[src/rtl/bbq_deque_collector.sv]
// Return-path collector for the BBQ two-heap scheduler: buffers each heap's
// dequeue-max responses and replays them as one stream in original issue order.
package bbq_pkg;
  typedef enum logic {
    HEAP_OP_ENQUE     = 1'b0,
    HEAP_OP_DEQUE_MAX = 1'b1
  } heap_op_t;
endpackage

module bbq_deque_collector
  import bbq_pkg::*;
#(
  parameter int DWIDTH      = 32,
  parameter int PRIOR_WIDTH = 6,
  parameter int DEPTH       = 4
) (
  input  logic                   clk,
  input  logic                   rst,
  input  logic                   issue_valid,
  input  logic                   issue_sel,
  output logic                   issue_ready,
  input  logic                   in_0_valid,
  input  heap_op_t               in_0_op_type,
  input  logic                   in_0_he_valid,
  input  logic [DWIDTH-1:0]      in_0_he_data,
  input  logic [PRIOR_WIDTH-1:0] in_0_he_priority,
  input  logic                   in_1_valid,
  input  heap_op_t               in_1_op_type,
  input  logic                   in_1_he_valid,
  input  logic [DWIDTH-1:0]      in_1_he_data,
  input  logic [PRIOR_WIDTH-1:0] in_1_he_priority,
  output logic                   out_valid,
  input  logic                   out_ready,
  output logic                   out_empty,
  output logic [DWIDTH-1:0]      out_data,
  output logic [PRIOR_WIDTH-1:0] out_priority,
  output logic [1:0]             err_flags
);

  localparam int AW = $clog2(DEPTH);
  localparam int CW = $clog2(DEPTH + 1);
  localparam logic [CW-1:0] CNT_FULL = CW'(DEPTH);

  typedef struct packed {
    logic                   he_valid;
    logic [DWIDTH-1:0]      data;
    logic [PRIOR_WIDTH-1:0] prio;
  } entry_t;

  logic          order_mem [DEPTH];
  logic [AW-1:0] order_wr, order_rd;
  logic [CW-1:0] order_cnt;

  entry_t        resp_mem [2][DEPTH];
  logic [AW-1:0] resp_wr [2];
  logic [AW-1:0] resp_rd [2];
  logic [CW-1:0] resp_cnt [2];
  logic [CW-1:0] outst [2];

  logic     rsp_valid [2];
  heap_op_t rsp_op [2];
  entry_t   rsp_entry [2];
  logic     issue_k [2];
  logic     cap [2];
  logic     unsol [2];
  logic     pop_k [2];
  logic     issue_acc, issue_heap, head_heap, pop;
  entry_t   head_entry;

  always_comb begin
    // NOTE: every combinational output gets a default first so no latch is inferred.
    rsp_valid[0] = in_0_valid;
    rsp_valid[1] = in_1_valid;
    rsp_op[0]    = in_0_op_type;
    rsp_op[1]    = in_1_op_type;
    rsp_entry[0] = in_0_he_valid ? entry_t'{1'b1, in_0_he_data, in_0_he_priority} : '0;
    rsp_entry[1] = in_1_he_valid ? entry_t'{1'b1, in_1_he_data, in_1_he_priority} : '0;

    issue_ready = (order_cnt < CNT_FULL);
    issue_acc   = issue_valid && issue_ready;
    issue_heap  = !issue_sel;  // sel=1 addresses heap 0
    head_heap   = order_mem[order_rd];
    head_entry  = resp_mem[head_heap][resp_rd[head_heap]];
    out_valid   = (order_cnt != '0) && (resp_cnt[head_heap] != '0);
    pop         = out_valid && out_ready;

    for (int k = 0; k < 2; k++) begin
      issue_k[k] = issue_acc && (issue_heap == 1'(k));
      cap[k]     = rsp_valid[k] && (rsp_op[k] == HEAP_OP_DEQUE_MAX) && (outst[k] != '0);
      unsol[k]   = rsp_valid[k] && (rsp_op[k] == HEAP_OP_DEQUE_MAX) && (outst[k] == '0);
      pop_k[k]   = pop && (head_heap == 1'(k));
    end

    out_empty    = out_valid && !head_entry.he_valid;
    out_data     = out_valid ? head_entry.data : '0;
    out_priority = out_valid ? head_entry.prio : '0;
  end

  always_ff @(posedge clk or negedge rst) begin
    if (!rst) begin
      order_wr  <= '0;
      order_rd  <= '0;
      order_cnt <= '0;
      err_flags <= '0;
      for (int k = 0; k < 2; k++) begin
        resp_wr[k]  <= '0;
        resp_rd[k]  <= '0;
        resp_cnt[k] <= '0;
        outst[k]    <= '0;
      end
    end else begin
      if (issue_acc) order_wr <= order_wr + AW'(1);
      if (pop)       order_rd <= order_rd + AW'(1);
      case ({issue_acc, pop})
        2'b10:   order_cnt <= order_cnt + CW'(1);
        2'b01:   order_cnt <= order_cnt - CW'(1);
        default: order_cnt <= order_cnt;
      endcase

      for (int k = 0; k < 2; k++) begin
        if (cap[k])   resp_wr[k] <= resp_wr[k] + AW'(1);
        if (pop_k[k]) resp_rd[k] <= resp_rd[k] + AW'(1);
        case ({cap[k], pop_k[k]})
          2'b10:   resp_cnt[k] <= resp_cnt[k] + CW'(1);
          2'b01:   resp_cnt[k] <= resp_cnt[k] - CW'(1);
          default: resp_cnt[k] <= resp_cnt[k];
        endcase
        case ({issue_k[k], cap[k]})
          2'b10:   outst[k] <= outst[k] + CW'(1);
          2'b01:   outst[k] <= outst[k] - CW'(1);
          default: outst[k] <= outst[k];
        endcase
      end

      err_flags <= err_flags | {unsol[0] || unsol[1], issue_valid && !issue_ready};
    end
  end

  // NOTE: storage arrays carry no reset; validity is tracked entirely by the counters.
  always_ff @(posedge clk) begin
    if (issue_acc) order_mem[order_wr] <= issue_heap;
    for (int k = 0; k < 2; k++) begin
      if (cap[k]) resp_mem[k][resp_wr[k]] <= rsp_entry[k];
    end
  end

endmodule

[config.mk]
export PLATFORM = sky130hd
export DESIGN_NAME = bbq_deque_collector
export DESIGN_NICKNAME = d
export VERILOG_FILES = /design/src/rtl/bbq_deque_collector.sv
export SDC_FILE = /design/constraint.sdc
export NUM_CORES = 1
export LEC_CHECK = 0
export CAP_MARGIN = 20
export CORE_MARGIN = 2
export CORE_UTILIZATION = 57
export CTS_CLUSTER_SIZE = 16
export DETAILED_ROUTE_END_ITERATION = 12
export GPL_TIMING_DRIVEN = 0
export MAX_ROUTING_LAYER = met4
export PLACE_DENSITY = 0.81
export SETUP_SLACK_MARGIN = 0.5
export SLEW_MARGIN = 20
export SYNTH_ARGS = -nofsm -noshare
export SYNTH_HDL_FRONTEND = slang
export SYNTH_SLANG_ARGS = --single-unit
[constraint.sdc]
create_clock -name clk -period 3.4 [get_ports clk]
set_clock_uncertainty 0.2 [all_clocks]
set_input_delay 0.68 -clock clk [delete_from_list [all_inputs] [get_ports clk]]
set_output_delay 0.68 -clock clk [all_outputs]
set_load 0.01 [all_outputs]
==> results.json, run 1 <==
{
  "worstPathRequired_ps": 2520,
  "io_buffer_count": 129,
  "wl_um": 35100,
  "path_class": "reg2out",
  "synth_edf_count": 316,
  "r2r_end": "order_cnt[2]$_DFFE_PN0P_",
  "vias_per_cell": 6.10,
  "clockBufferDepth": 3,
  "area_growth_pct": 28.4,
  "seq_area_sq_mm": 0.0102,
  "drive_above_1_share": 0.342,
  "synth_top_cell_by_area": "edfxtp_1",
  "power_mw": 16.6,
  "rr_worst_depth": 10,
  "syn_nets": 899,
  "routedWlPerCell_um": 26.2,
  "path_clk_slew_ps": 70,
  "cts_buffers": 35,
  "arrival_ps": 2300,
  "start_util": 0.582,
  "drt_iter0_drc": 982,
  "ys_seq_area_frac": 0.719,
  "cts_tree": "done",
  "clkSinkCount": 345,
  "leakage_nw": 6.39,
  "placementRows": 57,
  "hold_violations": 0,
  "crit_path_cell_trace": "clkbuf_16, buf_4, mux4_2, nor2_4, a32oi_4, nor2_2, buf_2",
  "grt_pass1_wl_um": 51500,
  "die_w_um": 162,
  "vdd_drop_max_uv": 503,
  "fin_nets": 1099,
  "path_max_fanout": 7,
  "synth.area.top_cells": "edfxtp_1 (67%), mux4_2 (13%), dfrtp_1 (5.1%), and2_1 (3.9%), nand3_1 (2.7%)",
  "worstReg2RegStart": "order_rd[0]$_DFFE_PN0N_",
  "crit_path_top_delay_cell": "mux4_2",
  "ys_warn_count": 0,
  "routabilityCongestion": 0.871,
  "clock_latency_ps": 510,
  "design_area_sq_mm": 0.0182,
  "status": "finished clean",
  "multi_input_area_sq_mm": 0.00417,
  "netlist-cell-type-count": 29,
  "max_cap_viol_count": 0,
  "start_kind": "flip-flop",
  "die_y_um": 162,
  "synth_top_cell_area_share": 0.668,
  "grt_max_degree": 30,
  "post-route-period-util": 0.936,
  "clockRootBuffer": "clkbuf_16",
  "drv_slew": 0,
  "grt_use_total": 0.276,
  "post-route-drc-count": 0,
  "io_pins": 130,
  "critPathLaunch": "resp_rd[2]$_DFFE_PN0P_",
  "setup_viol": 0,
  "dpl-instance-area_sq_mm": 0.0161,
  "synth-async-reset-ratio": 0.0841,
  "final_common_cell": "edfxtp_1",
  "first_pass_iters": 5,
  "avgSynthCellArea_sq_um": 18.0,
  "rrSetupSlack_ps": 360,
  "worst_slew_margin_rel": 0.534,
  "worst_path_largest_cell_delay_ps": 550,
  "netlist_instances": 790,
  "ys_ff_latch": 345,
  "antennaDiodeCount": 0,
  "dieArea_sq_mm": 0.0262,
  "timing.hold.ws_ps": 17.6,
  "layout_min_cycle_time_ps": 3180,
  "rsz0062_at_grt": "yes",
  "grt_pass1_vias": 8442,
  "hold_class": "in2async",
  "powerDensity_mw_per_mm2": 909,
  "cts_max_level": 2,
  "ys.flop_type": "edfxtp_1",
  "dp_hpwl_um": 20400,
  "core_sq_mm": 0.0244,
  "final_cell_mix": "edfxtp_1 (316), clkdlybuf4s50_1 (88), and2_1 (80), mux4_2 (79), nand3_2 (46)",
  "grt-ovfl-total": 0,
  "antenna_found_initial": 0,
  "cp-end-kind": "output pin",
  "final_util": 0.747,
  "drtAntennaViolNets": 0,
  "tightest_slew_ps": 700,
  "fmax_mhz": 314,
  "routed-via-count": 8158,
  "fillers": 1345,
  "syn-cell-area_sq_mm": 0.0142
}
cells by family after synthesis:
kind of cell,after synthesis,synth area share
fa+ha+maj,22,0.0220
simple gates,196,0.0762
buf+inv,71,0.0197
flops,345,0.719
compound gates,45,0.0166
xor+xnor,24,0.0148
mux,87,0.131
final cells by class:
type | instances | share of cell area
flip-flops and latches | 345 | 0.561
plain buffers | 50 | 0.0253
clock inverters | 15 | 0.0112
repair buffers | 163 | 0.0941
clock buffers | 46 | 0.0537
multi-input cells | 374 | 0.229
inverters | 21 | 0.00432
well taps | 324 | 0.0222
metal layers:
metal	track usage	vias up	routed length [um]
li1	-	3470	-
met1	0.349	4190	13200
met2	0.451	406	18000
met3	0.0465	92	2320
met4	0.115	0	1540
met5	-	-	0
how the worst max path moves through the flow:
stage	endpoint	slack (ps)	cells past startpoint
detailed placement	out_data[26]	60	7
global placement	resp_mem[0][94]$_DFFE_PP_	-550	4
CTS	out_empty	330	7
finish	out_empty	220	7
floorplan	order_cnt[2]$_DFFE_PN0P_	700	9
global route	out_data[26]	210	7
metrics by stage:
step           setup TNS [ps]  cells  setup WS (ps)
6_report                    0   1338            216
3_5_place_dp                0   1251           58.1
4_1_cts                     0   1335            327
3_3_place_gp          -158900   1243           -545
2_1_floorplan               0    790            701
5_1_grt                     0   1338            206
registers in the layout, indices dropped and copies added (netlist names):
signal     cells
resp_rd        4
order_rd       2
outst          6
order_wr       2
order_mem      4
resp_wr        4
order_cnt      3
err_flags      2
resp_mem     312
resp_cnt       6
cell usage after synthesis (11+ instances only):
master    number
and2_1        88
a21oi_1       38
inv_1         21
ha_1          17
xnor2_1       13
nand3_1       77
mux4_2        79
xor2_1        11
dfrtp_1       29
nor2_1        11
clkbuf_1      31
edfxtp_1     316
power by group:
part	switching, mW	internal [mW]
Combinational	3.71	3.34
Sequential	0.271	5.25
Clock	1.58	2.41
critical path: cells and delay by family (launching register included):
kind                   cells  cell delay, ps
and+or+nand+nor            2             240
DFF                        1             420
buffers and inverters      3             490
muxes                      1             550
AOI/OAI and AO/OA          1              80
what timing repair did:
action,CTS,global route
cloned,7,0
pin swaps,53,11
hold buffers,0,0
gates resized for setup,335,32
setup buffers,16,3
endpoints found under the setup margin,41,43
Note: power is estimated with default switching activity, not from simulation.
==> run 2, diff against run 1 <==
--- a/config.mk
+++ b/config.mk
@@ -14,7 +14,6 @@
 export MAX_ROUTING_LAYER = met4
 export PLACE_DENSITY = 0.81
 export SETUP_SLACK_MARGIN = 0.5
-export SLEW_MARGIN = 20
 export SYNTH_ARGS = -nofsm -noshare
 export SYNTH_HDL_FRONTEND = slang
 export SYNTH_SLANG_ARGS = --single-unit
==> constraint.sdc (replaced) <==
create_clock -name clk -period 3.4 [get_ports clk]
set_clock_uncertainty 0.2 [all_clocks]
set_input_delay 0.68 -clock clk [delete_from_list [all_inputs] [get_ports clk]]
set_output_delay 0.68 -clock clk [all_outputs]
set_load 0.05 [all_outputs]
==> run 2 against run 1 <==
Compared with the run above: via count fell by 3.5%; combinational power rose by 20%; routed wire length fell by 6.7%; fmax rose by 2.5%; utilization fell by 0.43 points; largest cell class unchanged; critical path depth fell by 2; cell area fell by 0.58%; first-iteration DRC count fell by 13%; power rose by 6.9%; highest routed layer unchanged; clock-buffer cell count fell by 1; die area did not move.
==> results.json, run 2 (same netlist as run 1, synthesis figures left out) <==
{
  "grt_pass1_wl_um": 45400,
  "setup_viol": 0,
  "design_area_sq_mm": 0.0181,
  "routed-via-count": 7871,
  "leakage_nw": 6.32,
  "post-route-drc-count": 0,
  "multi_input_area_sq_mm": 0.00408,
  "clockBufferDepth": 3,
  "use_met2": 0.385,
  "pwr-share-seq": 0.312,
  "critPathBufInv": 2,
  "largest_register_ffs": 312,
  "path_clk_slew_ps": 60,
  "first_pass_iters": 5,
  "drtAntennaViolNets": 0,
  "routabilityCongestion": 0.909,
  "grt_use_met1": 0.323,
  "crit_family": "multiplexers",
  "die_y_um": 162,
  "worst_path_largest_cell_delay_ps": 640,
  "grt_use_total": 0.241,
  "hold_violations": 0,
  "tightest_slew_ps": 750,
  "dpl-instance-area_sq_mm": 0.0161,
  "io_buffer_count": 129,
  "io_pins": 130,
  "crit_path_cell_trace": "mux4_2, buf_8, a32oi_4, nor2_4, buf_6",
  "wl_um": 32800,
  "vdd_drop_max_uv": 646,
  "dp_hpwl_um": 20200,
  "final_common_cell": "edfxtp_1",
  "worstPathRequired_ps": 2520,
  "grt_pass1_vias": 7835,
  "grt_max_degree": 36,
  "antenna_found_initial": 0,
  "gr-max-usage-layer": "met2",
  "area_growth_pct": 27.7,
  "antennaDiodeCount": 0,
  "clock_latency_ps": 510,
  "drive_above_1_share": 0.310,
  "path_class": "reg2out",
  "post-route-period-util": 0.913,
  "final_cell_mix": "edfxtp_1 (316), clkdlybuf4s50_1 (89), mux4_2 (80), and2_1 (80), nand3_1 (50)",
  "max_cap_viol_count": 0,
  "fillers": 1373,
  "fin_nets": 1092,
  "start_util": 0.582,
  "cts_hold_buf": 0,
  "p_clk_frac": 0.211,
  "fmax_mhz": 322,
  "drt_iter0_drc": 851,
  "cts_max_level": 2,
  "path_max_fanout": 5,
  "final_util": 0.743,
  "cp-end-kind": "output pin",
  "start_kind": "flip-flop",
  "rr_worst_depth": 9,
  "grt_use_met3": 0.0421,
  "powerDensity_mw_per_mm2": 977,
  "vias_per_cell": 5.90,
  "rsz0062_at_grt": "yes",
  "worst_slew_margin_rel": 0.499,
  "crit_path_top_delay_cell": "mux4_2",
  "clockRootBuffer": "clkbuf_16",
  "crit_cells": 5,
  "p_switching_mw": 6.77,
  "placementRows": 57,
  "core_sq_mm": 0.0244,
  "arrival_ps": 2230,
  "drv_slew": 0,
  "status": "finished clean",
  "dieArea_sq_mm": 0.0262,
  "hold_class": "reg2reg",
  "clkSinkCount": 345,
  "cts_tree": "done",
  "die_w_um": 162,
  "comb_power_share": 0.477,
  "switching_share": 0.382,
  "grt-ovfl-total": 0,
  "seq_area_sq_mm": 0.0102,
  "cts_buffers": 35,
  "layout_min_cycle_time_ps": 3110,
  "min_path_cells": 1,
  "p_int_mw": 10.9,
  "routedWlPerCell_um": 24.6
}
[run 2: final timing paths]
path | from | to | slack [ps]
hold / removal | resp_cnt[5]$_DFFE_PN0P_ | resp_cnt[5]$_DFFE_PN0P_ | 270
max in group asynchronous | rst | resp_rd[2]$_DFFE_PN0P_ | 2030
setup reg to reg | order_rd[0]$_DFFE_PN0N_ | order_cnt[2]$_DFFE_PN0P_ | 590
min in group asynchronous | rst | order_wr[1]$_DFFE_PN0P_ | 420
hold reg to reg | resp_cnt[5]$_DFFE_PN0P_ | resp_cnt[5]$_DFFE_PN0P_ | 270
setup / recovery | order_rd[0]$_DFFE_PN0N_ | out_empty | 290
[run 2: stage by stage]
step	setup TNS, ps	instances	hold WS [ps]	worst slack, ps	total power [mW]
after global placement	-146980	1243	239	-495	12.4
after floorplan	0	790	184	571	10.3
after CTS	0	1322	262	289	16.8
after global routing	0	1333	290	265	18.3
after detailed placement	-1570	1252	252	-116	12.6
final	0	1333	266	295	17.7
[run 2: layout make-up]
| type | count | area share |
|---|---|---|
| repair buffers | 155 | 0.0979 |
| clock inverters | 18 | 0.0100 |
| multi-input cells | 375 | 0.225 |
| flip-flops and latches | 345 | 0.564 |
| plain buffers | 50 | 0.0251 |
| inverters | 21 | 0.00435 |
| clock buffers | 45 | 0.0516 |
| well taps | 324 | 0.0224 |
[run 2: layer usage]
| metal | part of all wire | up-vias |
|---|---|---|
| met2 | 0.51 | 359 |
| met3 | 0.064 | 71 |
| met1 | 0.39 | 3978 |
| met4 | 0.032 | 0 |
| met5 | 0 | - |
| li1 | - | 3463 |
[run 2: what timing repair did]
item | in CTS | in global routing
gates resized for setup | 348 | 81
setup buffers | 4 | 1
cloned | 3 | 10
pin swaps | 8 | 23
endpoints found under the setup margin | 41 | 42
[run 2: power by group through the flow]
stage,Combinational (mW),Clock (mW),Sequential [mW]
global route,8.82,3.93,5.57
CTS,7.55,3.75,5.49
finish,8.45,3.73,5.53
global placement,6.87,0,5.56
detailed placement,7.04,0,5.56
floorplan,4.80,0,5.52
